$ cat src/rtl/io_patgen_pkg.sv
// io_patgen shared definitions: register map, FSM states, pattern entry layout.
package io_patgen_pkg;

  localparam logic [11:0] OFS_CTRL  = 12'h000;
  localparam logic [11:0] OFS_STAT  = 12'h004;
  localparam logic [11:0] OFS_PU    = 12'h008;
  localparam logic [11:0] OFS_CAP   = 12'h00C;
  localparam logic [11:0] OFS_ENTRY = 12'h040;

  localparam int CTRL_START = 0;
  localparam int CTRL_STOP  = 1;
  localparam int CTRL_LOOP  = 2;
  localparam int CTRL_INTEN = 3;
  localparam int CTRL_LAST  = 8;

  localparam int STAT_BUSY = 0;
  localparam int STAT_DONE = 1;
  localparam int STAT_IDX  = 8;

  localparam int CAP_IDX  = 8;
  localparam int CAP_FLAG = 31;

  typedef enum logic {IDLE, RUN} state_e;

  typedef struct packed {
    logic [15:0] hold;
    logic [7:0]  oe;
    logic [7:0]  po;
  } entry_t;

endpackage

$ cat src/rtl/io_patgen_ram.sv
// Pattern entry store: flop array, one write port, separate fetch and APB read ports.
module io_patgen_ram #(
  parameter int DEPTH = 16,
  parameter int DW    = $clog2(DEPTH)
) (
  input  logic          pclk,
  input  logic          reset,
  input  logic          we,
  input  logic [DW-1:0] waddr,
  input  logic [31:0]   wdata,
  input  logic [DW-1:0] faddr,
  output logic [31:0]   fdata,
  input  logic [DW-1:0] raddr,
  output logic [31:0]   rdata
);

  logic [DEPTH-1:0][31:0] mem;

  always_ff @(posedge pclk) begin
    if (reset)   mem <= '0;
    else if (we) mem[waddr] <= wdata;
  end

  assign fdata = mem[faddr];
  assign rdata = mem[raddr];

endmodule

$ cat src/rtl/io_patgen.sv
// Pin pattern generator on an IO mux alternate-function slot, APB configured.
// Optional pin capture on the last cycle of each entry: IO_PATGEN_CAPTURE_EN.
module io_patgen
  import io_patgen_pkg::*;
#(
  parameter int NIO   = 8,
  parameter int DEPTH = 16,
  parameter int DW    = $clog2(DEPTH)
) (
  input  logic           pclk,
  input  logic           reset,
  input  logic           sfrlock,
  input  logic           psel,
  input  logic           penable,
  input  logic           pwrite,
  input  logic [11:0]    paddr,
  input  logic [31:0]    pwdata,
  output logic [31:0]    prdata,
  output logic           pready,
  output logic           pslverr,
  output logic [NIO-1:0] po,
  output logic [NIO-1:0] oe,
  output logic [NIO-1:0] pu,
  input  logic [NIO-1:0] pi,
  output logic           busy,
  output logic           irq
);

  localparam logic [9:0] EBASE = OFS_ENTRY[11:2];

  logic           wr, sel_ctrl, sel_stat, sel_pu, sel_cap, sel_entry;
  logic [9:0]     word, eoff;
  logic           start_wr, stop_wr, w1c_done;
  logic           ctrl_loop, ctrl_inten;
  logic [DW-1:0]  ctrl_last, last_eff;
  logic [NIO-1:0] pu_q, po_q, oe_q;
  state_e         state;
  logic [DW-1:0]  idx, faddr;
  logic [15:0]    cnt;
  logic           done;
  logic [31:0]    fdata, rdata, cap_word;
  entry_t         fent;

  assign wr        = psel & penable & pwrite & ~sfrlock;
  assign word      = paddr[11:2];
  assign eoff      = word - EBASE;
  assign sel_ctrl  = (word == OFS_CTRL[11:2]);
  assign sel_stat  = (word == OFS_STAT[11:2]);
  assign sel_pu    = (word == OFS_PU[11:2]);
  assign sel_cap   = (word == OFS_CAP[11:2]);
  assign sel_entry = (word >= EBASE) && (eoff < 10'(DEPTH));

  assign start_wr = wr & sel_ctrl & pwdata[CTRL_START];
  assign stop_wr  = wr & sel_ctrl & pwdata[CTRL_STOP];
  assign w1c_done = wr & sel_stat & pwdata[STAT_DONE];

  assign last_eff = (32'(ctrl_last) > DEPTH - 1) ? DW'(DEPTH - 1) : ctrl_last;
  // Next entry to load: 0 on start or wrap, otherwise the successor.
  assign faddr    = (state == RUN && idx < last_eff) ? idx + 1'b1 : '0;
  assign fent     = entry_t'(fdata);

  io_patgen_ram #(.DEPTH(DEPTH), .DW(DW)) u_ram (
    .pclk  (pclk),
    .reset (reset),
    .we    (wr & sel_entry),
    .waddr (eoff[DW-1:0]),
    .wdata (pwdata),
    .faddr (faddr),
    .fdata (fdata),
    .raddr (eoff[DW-1:0]),
    .rdata (rdata)
  );

  always_ff @(posedge pclk) begin
    if (reset) begin
      ctrl_loop  <= 1'b0;
      ctrl_inten <= 1'b0;
      ctrl_last  <= '0;
      pu_q       <= '1;
    end else if (wr) begin
      if (sel_ctrl) begin
        ctrl_loop  <= pwdata[CTRL_LOOP];
        ctrl_inten <= pwdata[CTRL_INTEN];
        ctrl_last  <= pwdata[CTRL_LAST +: DW];
      end
      if (sel_pu) pu_q <= pwdata[NIO-1:0];
    end
  end

  always_ff @(posedge pclk) begin
    if (reset) begin
      state <= IDLE;
      idx   <= '0;
      cnt   <= '0;
      po_q  <= '0;
      oe_q  <= '0;
      done  <= 1'b0;
    end else begin
      // A completion in the same cycle overrides the clear below.
      if (w1c_done) done <= 1'b0;
      case (state)
        IDLE: if (start_wr && !stop_wr) begin
          state <= RUN;
          idx   <= '0;
          cnt   <= fent.hold;
          po_q  <= fent.po[NIO-1:0];
          oe_q  <= fent.oe[NIO-1:0];
        end
        RUN: begin
          if (stop_wr) begin
            state <= IDLE;
            po_q  <= '0;
            oe_q  <= '0;
          end else if (cnt != 16'd0) begin
            cnt <= cnt - 16'd1;
          end else if (idx < last_eff || ctrl_loop) begin
            idx  <= faddr;
            cnt  <= fent.hold;
            po_q <= fent.po[NIO-1:0];
            oe_q <= fent.oe[NIO-1:0];
          end else begin
            state <= IDLE;
            done  <= 1'b1;
            po_q  <= '0;
            oe_q  <= '0;
          end
        end
        default: state <= IDLE;
      endcase
    end
  end

`ifdef IO_PATGEN_CAPTURE_EN
  logic [NIO-1:0] cap_pi;
  logic [DW-1:0]  cap_idx;
  logic           cap_flag;

  always_ff @(posedge pclk) begin
    if (reset) begin
      cap_pi   <= '0;
      cap_idx  <= '0;
      cap_flag <= 1'b0;
    end else if (state == RUN && cnt == 16'd0) begin
      cap_pi   <= pi;
      cap_idx  <= idx;
      cap_flag <= 1'b1;
    end else if (state == IDLE && start_wr && !stop_wr) begin
      cap_flag <= 1'b0;
    end
  end

  always_comb begin
    cap_word               = '0;
    cap_word[NIO-1:0]      = cap_pi;
    cap_word[CAP_IDX +: DW] = cap_idx;
    cap_word[CAP_FLAG]     = cap_flag;
  end
`else
  logic unused_pi;
  assign unused_pi = ^pi;
  assign cap_word  = '0;
`endif

  logic unused_bits;
  assign unused_bits = ^{paddr[1:0], eoff};

  always_comb begin
    prdata = '0;
    if (sel_ctrl) begin
      prdata[CTRL_LOOP]        = ctrl_loop;
      prdata[CTRL_INTEN]       = ctrl_inten;
      prdata[CTRL_LAST +: DW]  = ctrl_last;
    end else if (sel_stat) begin
      prdata[STAT_BUSY]        = (state == RUN);
      prdata[STAT_DONE]        = done;
      prdata[STAT_IDX +: DW]   = idx;
    end else if (sel_pu) begin
      prdata[NIO-1:0]          = pu_q;
    end else if (sel_cap) begin
      prdata                   = cap_word;
    end else if (sel_entry) begin
      prdata                   = rdata;
    end
  end

  assign pready  = 1'b1;
  assign pslverr = 1'b0;
  assign po      = po_q;
  assign oe      = oe_q;
  assign pu      = pu_q;
  assign busy    = (state == RUN);
  assign irq     = done & ctrl_inten;

endmodule

$ cat config.mk
export PLATFORM = sky130hd
export DESIGN_NAME = io_patgen
export DESIGN_NICKNAME = d
export VERILOG_FILES = /design/src/rtl/io_patgen_pkg.sv /design/src/rtl/io_patgen_ram.sv /design/src/rtl/io_patgen.sv
export SDC_FILE = /design/constraint.sdc
export NUM_CORES = 2
export LEC_CHECK = 0
export ABC_CLOCK_PERIOD_IN_PS = 3300
export BUFFER_PORTS_ARGS = -buffer_cell sky130_fd_sc_hd__buf_4
export CAP_MARGIN = 20
export CORE_AREA = 5 5 232 234
export DETAILED_ROUTE_END_ITERATION = 10
export DIE_AREA = 0 0 237 239
export HOLD_SLACK_MARGIN = 0.15
export PLACE_DENSITY_LB_ADDON = 0.12
export SLEW_MARGIN = 20
export SYNTH_ARGS = -nofsm -noshare
export SYNTH_HDL_FRONTEND = slang
export SYNTH_SLANG_ARGS = --single-unit
export TNS_END_PERCENT = 20
$ cat constraint.sdc
create_clock -name pclk -period 3.3 [get_ports pclk]
set_input_delay 0.66 -clock pclk [delete_from_list [all_inputs] [get_ports pclk]]
set_output_delay 0.66 -clock pclk [all_outputs]
set_load 0.05 [all_outputs]
# [Yosys cells after proc, flatten, opt, wreduce, memory -nomap -nowiden]
# Index checks and enable logic that the tools add are counted.
[word_totals] reg_bits=564 inputBits=58 output_inout_bits=60 wordCells=120
[op_classes] add_sub_neg=3 order_cmp=6 n_eq_ne=9 n_mux=51 n_bitwise=12 n_reduce_logical=13
[op_table] op="$bwmux W512" count=1
[op_table] op="$bmux W32 S4" count=2
[op_table] op="$mux W32" count=5
[op_table] op="$demux W32 S4" count=1
[op_table] op="$mux W8" count=9
[op_table] op="$mux W16" count=4
[op_table] op="$mux W20" count=2
[op_table] op="$mux W4" count=8
[op_table] op="$pmux W16 S2" count=1
[op_table] op="$pmux W8 S2" count=2
[op_table] op="$mux W24" count=1
[op_table] op="$eq A10 B2 Y1 const B" count=2
[op_table] op="$reduce_bool A16 Y1" count=1
[op_table] op="$sub A16 B1 Y16 const B" count=1
[op_table] op="$and A1 B1 Y1" count=10
[op_table] op="$eq A10 B1 Y1 const B" count=1
[op_table] op="$ge A10 B5 Y1 const B" count=1
[op_table] op="$logic_not A10 Y1" count=1
[op_table] op="$lt A10 B5 Y1 const B" count=1
[op_table] op="$lt A4 B5 Y1 const B" count=2
[op_table] op="$sub A10 B5 Y10 const B" count=1
[op_table] op="$mux W1" count=9
[op_table] op="$pmux W4 S2" count=1
[op_table] op="$mux W2" count=3
[op_table] op="other kinds (16)" count=24

# [Logic depth before layout (Yosys ltp)]
[depth] word_depth=10 ltp_mapped=12 ltp_nobuf=9

# [Modules after synthesis]
# Synthesis repeated with hierarchy kept, for this count alone.
[hier_totals] hier_cells=3301 area_unflattened_um2=30002.5
[by_module_without_submodules] module="io_patgen_ram" n_inst=1 cells_each=2959 area_per_inst_um2=27079.7 seq_area_each_um2=10249.8
[by_module_without_submodules] module="io_patgen" n_inst=1 cells_each=342 area_per_inst_um2=2922.8 seq_area_each_um2=1041.0

# [Worst setup path after synthesis]
# OpenSTA, ideal clock, no wires.
[synth_path] path_kind="input -> output" startpoint="in paddr[2]" endpoint="out prdata[6]" arrival_ns=2.974 path_slack_ns=-0.334 cell_stages=6 n_path_buf=3 path_cell_list="clkbuf_1 clkbuf_1 buf_1 mux4_2 mux4_2 a22o_1"
[synth_via] elab_chain_len=8 elab_cells_between_ends=15 classes_between="1 x add/sub; 2 x order compare; 3 x eq/ne; 7 x mux; 2 x reduce/logical"
[synth_rtl] element="from (decl)" line="io_patgen.sv:16" source="input logic [11:0] paddr,"
[synth_rtl] element="$sub A10 B5 Y10" line="io_patgen.sv:46" source="assign eoff = word - EBASE;"
[synth_rtl] element="$lt A10 B5 Y1 / $bmux W32 S4 (equally long branches)" line="io_patgen.sv:51, io_patgen_ram.sv:25"
[synth_rtl] element="$logic_and A1 B1 Y1 / $mux W32 (equally long branches)" line="io_patgen.sv:51, io_patgen_ram.sv:25"
[synth_rtl] element="$mux W32" line="io_patgen.sv:181" source="end else if (sel_entry) begin"
[synth_rtl] element="$mux W32" line="io_patgen.sv:179" source="end else if (sel_cap) begin"
[synth_rtl] element="$mux W8" line="io_patgen.sv:177" source="end else if (sel_pu) begin"
[synth_rtl] element="$mux W6" line="io_patgen.sv:173" source="end else if (sel_stat) begin"
[synth_rtl] element="$mux W4 (*)" line="io_patgen.sv:169" source="if (sel_ctrl) begin"
[synth_rtl] element="to (decl)" line="io_patgen.sv:18" source="output logic [31:0] prdata,"
# Mark *: on every way between the ends. The rest lies on a longest branch, timed or not. The select of a mux whose other input is x is not followed.

# [Worst setup path after layout]
[layout_path] startpoint="in paddr[4]" endpoint="out prdata[9]"
[layout_via] elab_chain_len=8 elab_cells_between_ends=15 classes_between="1 x add/sub; 2 x order compare; 3 x eq/ne; 7 x mux; 2 x reduce/logical"
[layout_rtl] element="$sub A10 B5 Y10" line="io_patgen.sv:46"
[layout_rtl] element="$lt A10 B5 Y1 / $bmux W32 S4 (equally long branches)" line="io_patgen.sv:51, io_patgen_ram.sv:25"
[layout_rtl] element="$logic_and A1 B1 Y1 / $mux W32 (equally long branches)" line="io_patgen.sv:51, io_patgen_ram.sv:25"
[layout_rtl] element="$mux W32" line="io_patgen.sv:181"
[layout_rtl] element="$mux W32" line="io_patgen.sv:179"
[layout_rtl] element="$mux W24" line="io_patgen.sv:177"
[layout_rtl] element="$mux W4" line="io_patgen.sv:173"
[layout_rtl] element="$mux W4 (*)" line="io_patgen.sv:169"
# Marks and branches as above.

==> impl_results.md <==
* Via/cell ratio at between 6 and 7
* Drt initial violations at 4500
* Number of buffers created by CTS at 60
* Worst Path Required at approximately 2600 ps
* Slack of the critical path at -17.0 ps
* Initial core utilization at 0.551
* Count of TritonRoute iterations in the first routing pass at 7
* Site row count at 84
* Leakage power of the design at approximately 11 nW
* Area of all placed cells without fillers at ~33000 um^2
* Most common cell in the netlist: nand2_1
* Run status: finished with violations
* Global-route wire length before repair at ~170000 um
* Mapped Area at approximately 29000 um^2
* Met2 wire len at just under 50000 um
* Buf/Inv on CP at 3
* Sequential fraction of the synthesis area at 0.395
* Die Outline Area at ~57000 um^2
* Most frequent cells after synthesis: nand2_1, dfxtp_1, a21oi_1, clkbuf_1, mux4_2
* Crit end category: output port
* H-tree depth at 2
* Number of flops mapped to enable cells by yosys at 0
* Maximum resistive drop on vdd at about 400 uV
* Overall routing resource usage at 0.387
* Worst Tran Pin Value at roughly 1100 ps
* Nets in the synthesized netlist at 3661
* Post-CTS clock slew at the launch and capture registers of the worst setup and hold paths at 60 ps
* Initial antenna violation count at 1
* Maximum frequency from static timing analysis at roughly 300 MHz
* Number of nets still failing antenna checks after routing at 0
* Vias in the first global route at 27300
* Largest driver fanout on the critical path at 45
* Routed length per placed instance at 26.6 um
* Cell-by-cell listing of the critical path: buf_4 -> buf_4 -> mux4_2 -> nand2_1 -> a22oi_2 -> buf_4
* Post-route DRC violation count at 0
* Cts hold-fix bufs at 0
* Fraction of layout instances using a drive strength above 1 at 0.169
* Count of final max-slew check failures at 0
* Num ports at around 120
* Clock tree sinks at 564
* Via count of the routed design at 29300
* Cells after Synth at 3597
* Total of endpoints with negative setup slack in the final report at 2
* Clock tree from TritonCTS: yes
* Maximum count of clock buffers along a single path at 3
* Area grow syn2layout at 15.1%
* DIE HEIGHT at between 200 and 250 um
* Core Region at between 50000 and 60000 um^2
* Hold WC Path Type: input port to flop
* Main flop type after synthesis: dfxtp_1
* Worst path top cell family by delay: buffers and inverters
* Slowest stage cell on the critical path: buf_4
* Topmost layer with routed signal wires: met5
* Arrival time at the worst endpoint at about 2700 ps
* Clock latency of the later-clocked register in the worst-skew pair at 640 ps
* Synthesized area per cell at between 7 and 8 um^2
* Hold violation count in the final report at 0
* Post-route minimum period at 3320 ps
* Nets@finish at roughly 3600
* Portion of the clock cycle consumed by the worst path in the final layout at 1.01
* Worst slew margin at 0.284
* Sum of net half-perimeters after detailed placement at 68400 um
* Setup repair after global routing missed its margin: false
* Power per unit of standard cell area at 434 nW/um^2
* Port-buffer cells at 105
* FF+latch count, synth at 564
* Post-route clock skew at between 15 and 20 ps
* Total length of routed met3 wires at ~17000 um
* Largest net degree at the start of global routing at 137
* Smallest hold slack at roughly 360 ps
* Failing checks: negative setup slack
* Area share of the largest cell type after synthesis at 0.395
* Worst path most repeated cell: buf_4
* Startpoint kind of the worst setup timing path: input port
* Number of maximum-capacitance violations at 0
* Die Span X at around 240 um
* FFs w/ async S/R, synth at 0
* Gp weighted congestion at a little under 1
* Root Buffer: clkbuf_16
* Start-to-end type of the worst setup path: input port to output port
* Cell types with the largest area share after synthesis: dfxtp_1, nand2_1, mux4_2
* Leftover overflow at the end of global routing at 0
* Post-synth cell types at just under 70
* Minimum setup slack among reg-to-reg paths at between 100 and 150 ps
* Cell Area, Placed at between 30000 and 40000 um^2
* Longest individual stage delay on the worst path at approximately 800 ps
* Post-CTS setup buffers at 0
* Met1 wire length at between 40000 and 50000 um
* Aggregate routed wire length at about 110000 um
* Number of warning messages in the yosys log at 0
* Cell type with the largest total area after synthesis: dfxtp_1
state kept, by name, indices dropped and copies added (netlist names):
register	count
u_ram.mem	512
cnt	16
oe	8
po	8
pu	8
ctrl_last	4
idx	4
busy	1
ctrl_inten	1
ctrl_loop	1
done	1
worst register-to-register path: cells and delay by family (launching register included):
kind            cells  cell delay, ps
compound gates      3             820
fa+ha+maj           1             250
buf+inv             4             750
flops               1             330
simple gates        2             940
metal layers:
metal / vias to the layer above / track usage
met5: - / 0
met1: 13700 / 0.508
li1: 12500 / -
met4: 2 / 0.226
met2: 2521 / 0.577
met3: 567 / 0.107
final timing paths:
kind,from,endpoint,cells past startpoint
max,paddr[4],prdata[9],6
max reg2reg,ctrl_last[1],oe[0],10
min reg2reg,u_ram.mem[397],u_ram.mem[397],2
min,pwdata[12],u_ram.mem[332],3
what timing repair did:
item	4_1_cts	5_1_grt
pin swaps	0	1
setup endpoints to repair	28	3
cloned	1	0
resized for setup	4	4
report_power, final:
group          total, mW  switching [mW]  internal, mW
Clock               6.87            2.94          3.93
Combinational      0.597           0.411         0.186
Sequential          6.81        0.000309          6.81
Total               14.3            3.35          10.9
through the flow:
stage                     power (mW)   util  TNS (ps)  cells  setup slack (ps)
after floorplan                 7.33      -     -1040   3597              -124
after global placement          7.52  0.595     -1410   4199              -106
after detailed placement        7.53  0.595     -1780   4199              -131
after CTS                       14.3  0.634         0   4311              1.24
after global routing            14.5  0.635         0   4311              2.28
final                           14.3  0.635     -23.2   4313             -17.0
cell usage in the layout (no fill, tap or decap), types with 9 or more instances in the layout:
cell          n
a211oi_1     18
a21oi_1     556
a221o_1      26
a221oi_1     45
a22oi_1      10
a31oi_1      40
a32oi_1       9
and2_1       25
buf_12       44
buf_4       238
clkbuf_1      9
clkbuf_16    61
clkbuf_8     11
clkinv_2     23
dfxtp_1     563
inv_1        14
mux2i_1      41
mux4_2      161
nand2_1    1266
nand2_2      16
nand3_1     106
nor2_1       42
nor2_4        9
nor3_1       33
o211ai_1     11
o21ai_0      48
o221ai_1     43
or3_1        18
cell type report:
cell class,count,area [um^2]
Inverter,16,61.3
Timing Repair Buffer,287,2770
Multi-Input combinational cell,2645,15900
Clock inverter,30,264
Sequential cell,564,11300
Fill cell,4330,18900
Antenna cell,2,5.00
Tap cell,688,861
Clock buffer,81,1710
kinds of logic (layout without fill, tap and decap cells):
kind of cell	after synthesis	in the layout	share of synthesized area
other	2	4	0.000263
XOR/XNOR	2	2	0.000613
multiplexers	203	203	0.142
AND/OR/NAND/NOR	1577	1577	0.224
adder cells (fa/ha/maj)	6	6	0.00263
AO/OA/AOI/OAI	855	855	0.180
buffers and inverters	388	414	0.0556
flip-flops	564	564	0.395
(Power assumes the default switching activity.)
